## config.mk

```make
export PLATFORM = sky130hd
export DESIGN_NAME = pipe_stage_chain
export DESIGN_NICKNAME = d
export VERILOG_FILES = /design/src/rtl/pipe_stage_chain_pkg.sv /design/src/rtl/pipe_stage_chain_reg_slot.sv /design/src/rtl/pipe_stage_chain.sv
export SDC_FILE = /design/constraint.sdc
export NUM_CORES = 1
export LEC_CHECK = 0
export CORE_AREA = 3 3 248 250
export DETAILED_ROUTE_END_ITERATION = 8
export DIE_AREA = 0 0 251 253
export PLACE_DENSITY = 0.61
export SETUP_SLACK_MARGIN = 0.05
export SLEW_MARGIN = 20
export SYNTH_ARGS = -nofsm -noshare
export SYNTH_HDL_FRONTEND = slang
export SYNTH_SLANG_ARGS = --single-unit
```

## constraint.sdc

```tcl
create_clock -name CLK -period 2.5 [get_ports CLK]
set_clock_uncertainty 0.1 [all_clocks]
set_input_delay 0.5 -clock CLK [delete_from_list [all_inputs] [get_ports CLK]]
set_output_delay 0.5 -clock CLK [all_outputs]
set_load 0.01 [all_outputs]
```

## src/rtl/pipe_stage_chain_pkg.sv

```systemverilog
// Shared definitions for the pipeline register chain: default sizes, control-field
// bit positions and the per-slot update decision.
package pipe_stage_chain_pkg;

   localparam int DEF_NSTAGE = 4;
   localparam int DEF_CW     = 16;
   localparam int DEF_DW     = 96;
   localparam int DEF_CNTW   = 32;

   // Bit positions inside the packed control field; a bubble carries all-zero control.
   localparam int CTRL_REGWRITE     = 0;
   localparam int CTRL_MEMWRITE     = 1;
   localparam int CTRL_MEMTOREG_LSB = 2;
   localparam int CTRL_BRANCH       = 4;
   localparam int CTRL_ALUSRC       = 5;
   localparam int CTRL_ALUOP_LSB    = 6;

   typedef enum logic [1:0] {
      SLOT_LOAD,
      SLOT_BUBBLE,
      SLOT_HOLD,
      SLOT_FLUSH
   } slot_action_e;

   // Flush wins over hold; a slot whose upstream neighbour is held takes a bubble.
   function automatic slot_action_e slot_action(input logic flush,
                                                input logic hold,
                                                input logic upstream_hold);
      if (flush)              return SLOT_FLUSH;
      else if (hold)          return SLOT_HOLD;
      else if (upstream_hold) return SLOT_BUBBLE;
      else                    return SLOT_LOAD;
   endfunction

endpackage

```

## src/rtl/pipe_stage_chain_reg_slot.sv

```systemverilog
// One pipeline register slot holding valid, control and data, with
// flush / hold / bubble / load priority.
module pipe_stage_chain_reg_slot
   import pipe_stage_chain_pkg::*;
#(
   parameter int CW = DEF_CW,
   parameter int DW = DEF_DW
) (
   input  logic          clk,
   input  logic          rst_n,
   input  logic          flush,
   input  logic          hold,
   input  logic          upstream_hold,
   input  logic          src_valid,
   input  logic [CW-1:0] src_ctrl,
   input  logic [DW-1:0] src_data,
   output logic          valid,
   output logic [CW-1:0] ctrl,
   output logic [DW-1:0] data,
   output logic          next_valid
);

   slot_action_e action;

   always_comb begin
      action     = slot_action(flush, hold, upstream_hold);
      next_valid = valid;
      case (action)
         SLOT_FLUSH, SLOT_BUBBLE: next_valid = 1'b0;
         SLOT_HOLD:               next_valid = valid;
         default:                 next_valid = src_valid;
      endcase
   end

   // Data is never forced on a bubble; only valid and control are cleared.
   always_ff @(posedge clk) begin
      if (!rst_n) begin
         valid <= 1'b0;
         ctrl  <= '0;
         data  <= '0;
      end else begin
         case (action)
            SLOT_FLUSH, SLOT_BUBBLE: begin
               valid <= 1'b0;
               ctrl  <= '0;
            end
            SLOT_HOLD: begin
               valid <= valid;
            end
            default: begin
               valid <= src_valid;
               ctrl  <= src_valid ? src_ctrl : '0;
               data  <= src_data;
            end
         endcase
      end
   end

endmodule

```

## src/rtl/pipe_stage_chain.sv

```systemverilog
// Parametrised chain of pipeline register slots with stall propagation, flush,
// automatic bubble insertion and saturating stall/bubble counters.
module pipe_stage_chain
   import pipe_stage_chain_pkg::*;
#(
   parameter int NSTAGE = DEF_NSTAGE,
   parameter int CW     = DEF_CW,
   parameter int DW     = DEF_DW,
   parameter int CNTW   = DEF_CNTW
) (
   input  logic                 CLK,
   input  logic                 RST_N,
   input  logic                 IN_VALID,
   input  logic [CW-1:0]        IN_CTRL,
   input  logic [DW-1:0]        IN_DATA,
   output logic                 IN_READY,
   input  logic [NSTAGE-1:0]    STALL,
   input  logic [NSTAGE-1:0]    FLUSH,
   output logic [NSTAGE-1:0]    OUT_VALID,
   output logic [NSTAGE*CW-1:0] OUT_CTRL,
   output logic [NSTAGE*DW-1:0] OUT_DATA,
   output logic [NSTAGE-1:0]    HOLD,
   output logic [CNTW-1:0]      STALL_CNT,
   output logic [CNTW-1:0]      BUBBLE_CNT
);

   localparam logic [CNTW-1:0] CNT_ONE = 1;

   logic [NSTAGE-1:0] hold_vec;
   logic [NSTAGE-1:0] next_valid;

   // A stall freezes its own slot and everything upstream of it.
   assign hold_vec[NSTAGE-1] = STALL[NSTAGE-1];
   for (genvar k = 0; k < NSTAGE - 1; k++) begin : g_hold
      assign hold_vec[k] = STALL[k] | hold_vec[k+1];
   end

   assign HOLD     = hold_vec;
   assign IN_READY = ~hold_vec[0];

   for (genvar k = 0; k < NSTAGE; k++) begin : g_slot
      if (k == 0) begin : g_first
         pipe_stage_chain_reg_slot #(.CW(CW), .DW(DW)) u_slot (
            .clk           (CLK),
            .rst_n         (RST_N),
            .flush         (FLUSH[0]),
            .hold          (hold_vec[0]),
            .upstream_hold (1'b0),
            .src_valid     (IN_VALID),
            .src_ctrl      (IN_CTRL),
            .src_data      (IN_DATA),
            .valid         (OUT_VALID[0]),
            .ctrl          (OUT_CTRL[0 +: CW]),
            .data          (OUT_DATA[0 +: DW]),
            .next_valid    (next_valid[0])
         );
      end else begin : g_rest
         pipe_stage_chain_reg_slot #(.CW(CW), .DW(DW)) u_slot (
            .clk           (CLK),
            .rst_n         (RST_N),
            .flush         (FLUSH[k]),
            .hold          (hold_vec[k]),
            .upstream_hold (hold_vec[k-1]),
            .src_valid     (OUT_VALID[k-1]),
            .src_ctrl      (OUT_CTRL[(k-1)*CW +: CW]),
            .src_data      (OUT_DATA[(k-1)*DW +: DW]),
            .valid         (OUT_VALID[k]),
            .ctrl          (OUT_CTRL[k*CW +: CW]),
            .data          (OUT_DATA[k*DW +: DW]),
            .next_valid    (next_valid[k])
         );
      end
   end

   // Bubble counting looks at the value the last slot takes at this edge, so the
   // first post-reset edge already counts an empty output cycle.
   always_ff @(posedge CLK) begin
      if (!RST_N) begin
         STALL_CNT  <= '0;
         BUBBLE_CNT <= '0;
      end else begin
         if (hold_vec[0] && (STALL_CNT != '1))
            STALL_CNT <= STALL_CNT + CNT_ONE;
         if (!next_valid[NSTAGE-1] && (BUBBLE_CNT != '1))
            BUBBLE_CNT <= BUBBLE_CNT + CNT_ONE;
      end
   end

endmodule

```

==> impl_metrics.env <==
export IMPL_outcome="completed"
export IMPL_clk_latency_ns=0.60
export IMPL_antenna_found_initial=0
export IMPL_clock_sinks=516
export IMPL_worstHoldEndpoint="g_slot[0].g_first.u_slot.data[23]"
export IMPL_path_delay_family="buffers and inverters"
export IMPL_htreeDepth=2
export IMPL_fp_dieH_um=253
export IMPL_dr_pass1_iters=5
export IMPL_wl_um=72500
export IMPL_grt_pass1_wl_um=107600
export IMPL_multiInputGateArea_um2=7679
export IMPL_finalSetupViolations=0
export IMPL_layout_cells_non_filler=3764
export IMPL_grt_max_degree=104
export IMPL_power_mw=17.41
export IMPL_r2r_start="BUBBLE_CNT[0]"
export IMPL_ctsHoldBuffers=0
export IMPL_crit_path_max_fanout=3
export IMPL_post_route_period_util_pct=95.46
export IMPL_synth_avg_cell_area_um2=8.098
export IMPL_hold_path_depth=3
export IMPL_finalWorstSetupSlack_ns=0.1134
export IMPL_setup_worst_path_class="in -> out"
export IMPL_cts_buffers=56
export IMPL_seq_area_um2=10330
export IMPL_worstRegToRegCells=7
export IMPL_drtAntennaViolNets=0
export IMPL_rows=89
export IMPL_hold_class="in -> reg"
export IMPL_path_cells="clkdlybuf4s50_1 > nor4_4 > buf_4 > inv_2 > dlygate4sd2_1"
export IMPL_regToRegEndpoint="BUBBLE_CNT[20]"
export IMPL_cp_required_ns=1.90
export IMPL_p_leak_nw=9.544
export IMPL_synth_edf_count=0
export IMPL_cts_tree="built"
export IMPL_wl_per_cell_um=19.26
export IMPL_slew_headroom_pct=53.15
export IMPL_critPathBufInv=4
export IMPL_ir_drop_v=0.0004868
export IMPL_final_nets=3078
export IMPL_core_area_um2=59240
export IMPL_slowest_stage="clkdlybuf4s50_1"
export IMPL_postPlaceCellArea_um2=26740
export IMPL_drc=0
export IMPL_synth_async_sr_flop_share_pct=0
export IMPL_initial_utilization_pct=31.64
export IMPL_cts_root_buf="clkbuf_16"
export IMPL_layout_drive_gt1_share_pct=7.458
export IMPL_chipWidth_um=251
export IMPL_post_dp_hpwl_um=54140
export IMPL_startpoint_type="primary input"
export IMPL_fillers=5645
export IMPL_num_vias=18400
export IMPL_cp_end_kind="output pin"
export IMPL_track_usage_pct=21.61
export IMPL_finalHoldViolCount=0
export IMPL_place_inst=3667
export IMPL_mostFrequentLayoutCell="nand2_1"
export IMPL_ys_seq_area_share_pct=55.10
export IMPL_clkTransAtPathRegs_ns=0.06
export IMPL_clockBufferDepth=3
export IMPL_power_density_nw_per_um2=609.0
export IMPL_port_buffers=643
export IMPL_synth_seq_cells=516
export IMPL_finalWeightedCongestion=0.8764
export IMPL_synth_ff_type="dfxtp_1"
export IMPL_final_cell_mix="nand2_1 (817), clkdlybuf4s50_1 (638), dfxtp_1 (515)"
export IMPL_dieArea_um2=63500
export IMPL_reg2reg_slack_ns=0.21
export IMPL_yosys_cell_types_count=56
export IMPL_arrival_ns=1.79
export IMPL_finalSetupTns_ns=0
export IMPL_netlist_instances=2315
export IMPL_grt_pass1_vias=17510
export IMPL_maxCapViolCount=0
export IMPL_via_per_inst=4.889
export IMPL_synth_warnings=0
export IMPL_crit_path_max_incr_delay_ns=0.45
export IMPL_syn_cell_area_um2=18750
export IMPL_fin_crit_ns=2.387
export IMPL_rsz0062_at_grt="false"
export IMPL_hold_start="IN_DATA[23]"
export IMPL_area_delta_synth_final_pct=52.49
export IMPL_io_pins=644
export IMPL_pre_cts_slack_ns=-0.2485
export IMPL_drt_initial_drc_count=1122
export IMPL_drv_slew=0
export IMPL_worst_pin_slew_ns=0.6935
export IMPL_final_cell_area_um2=28590
export IMPL_fmax_ghz=0.4190
export IMPL_synth_nets=2440
export IMPL_grt_ovfl_total=0
## state kept, by name (all words and copies together) (netlist names)
| name | cells |
|---|---|
| g_slot.g_rest.u_slot.data | 288 |
| g_slot.g_first.u_slot.data | 96 |
| g_slot.g_rest.u_slot.ctrl | 48 |
| BUBBLE_CNT | 32 |
| STALL_CNT | 32 |
| g_slot.g_first.u_slot.ctrl | 16 |
| g_slot.g_rest.u_slot.valid | 3 |
| g_slot.g_first.u_slot.valid | 1 |
## cell families (layout without fill, tap and decap cells)
group,count (synthesis),count (layout),synth area share [%]
and+or+nand+nor,1048,1048,23.31
AOI/OAI and AO/OA,532,532,15.67
DFF,516,516,55.10
buffers and inverters,184,859,4.125
muxes,18,18,0.9611
xor gates and xnor gates,15,15,0.7008
adders and majority gates,2,2,0.1335
other,0,1,0
## cell type report
| class | instances | share of cell area [%] |
|---|---|---|
| flip-flops and latches | 516 | 36.14 |
| repair buffers | 753 | 27.01 |
| multi-input cells | 1615 | 26.86 |
| clock buffers | 78 | 5.541 |
| well taps | 773 | 3.383 |
| clock inverters | 17 | 0.8841 |
| inverters | 11 | 0.1707 |
| diodes | 1 | 0.008754 |
## routing by layer
metal	global-route usage, %	routed length (um)	up-vias
met5	0	0	-
met4	7.360	2423	0
met3	6.666	6330	116
met2	36.34	34240	715
met1	26.32	29500	8617
li1	-	-	8956
## cell usage after synthesis (6+ instances only)
cell type / n / area [um2]
nand2_1: 817 / 3067
dfxtp_1: 516 / 10330
a21oi_1: 417 / 2087
clkbuf_1: 118 / 442.9
nor2_1: 93 / 349.1
a22oi_1: 64 / 480.5
buf_2: 23 / 115.1
nand3_1: 22 / 110.1
nand4_1: 22 / 137.6
o21ai_0: 22 / 110.1
or3_1: 22 / 137.6
buf_1: 18 / 67.56
mux2i_1: 18 / 180.2
nand2b_1: 17 / 106.4
xnor2_1: 13 / 113.9
buf_4: 12 / 90.09
inv_1: 10 / 37.54
nor4_1: 8 / 50.05
and3_1: 6 / 37.54
## tightest hold or removal path, cell delays in order
cell	delay [ns]
clkdlybuf4s50_1	0.39
nand2_1	0.05
a21oi_1	0.05
## metrics by stage
| stage | hold slack [ns] | utilization [%] |
|---|---|---|
| 3_5_place_dp | 0.3459 | 45.14 |
| 6_report | 0.3420 | 48.26 |
| 5_1_grt | 0.3238 | 48.25 |
| 4_1_cts | 0.3060 | 48.24 |
| 3_3_place_gp | 0.3406 | 45.14 |
| 2_1_floorplan | 0.3701 | - |
## how the worst max path moves through the flow
stage	cells after the start	start	slack [ns]	endpoint
floorplan	7	BUBBLE_CNT[0]	0.40	BUBBLE_CNT[30]
global placement	4	STALL[3]	-0.23	HOLD[0]
finish	5	STALL[0]	0.11	HOLD[0]
CTS	3	STALL[0]	0.05	IN_READY
detailed placement	9	STALL[3]	-0.25	g_slot[1].g_rest.u_slot.data[94]
global route	7	BUBBLE_CNT[1]	0.06	BUBBLE_CNT[22]
## repair_timing
item,in CTS,in global routing
endpoints found under the setup margin,6,2
setup buffers,1,0
pin swaps,1,1
gates resized for setup,5,1
## power by group
group,total (mW),switching [mW],internal (mW)
Combinational,0.792,0.421,0.372
Sequential,8.29,0.0322,8.25
Clock,8.33,3.33,5.00
(Power assumes the default switching activity.)
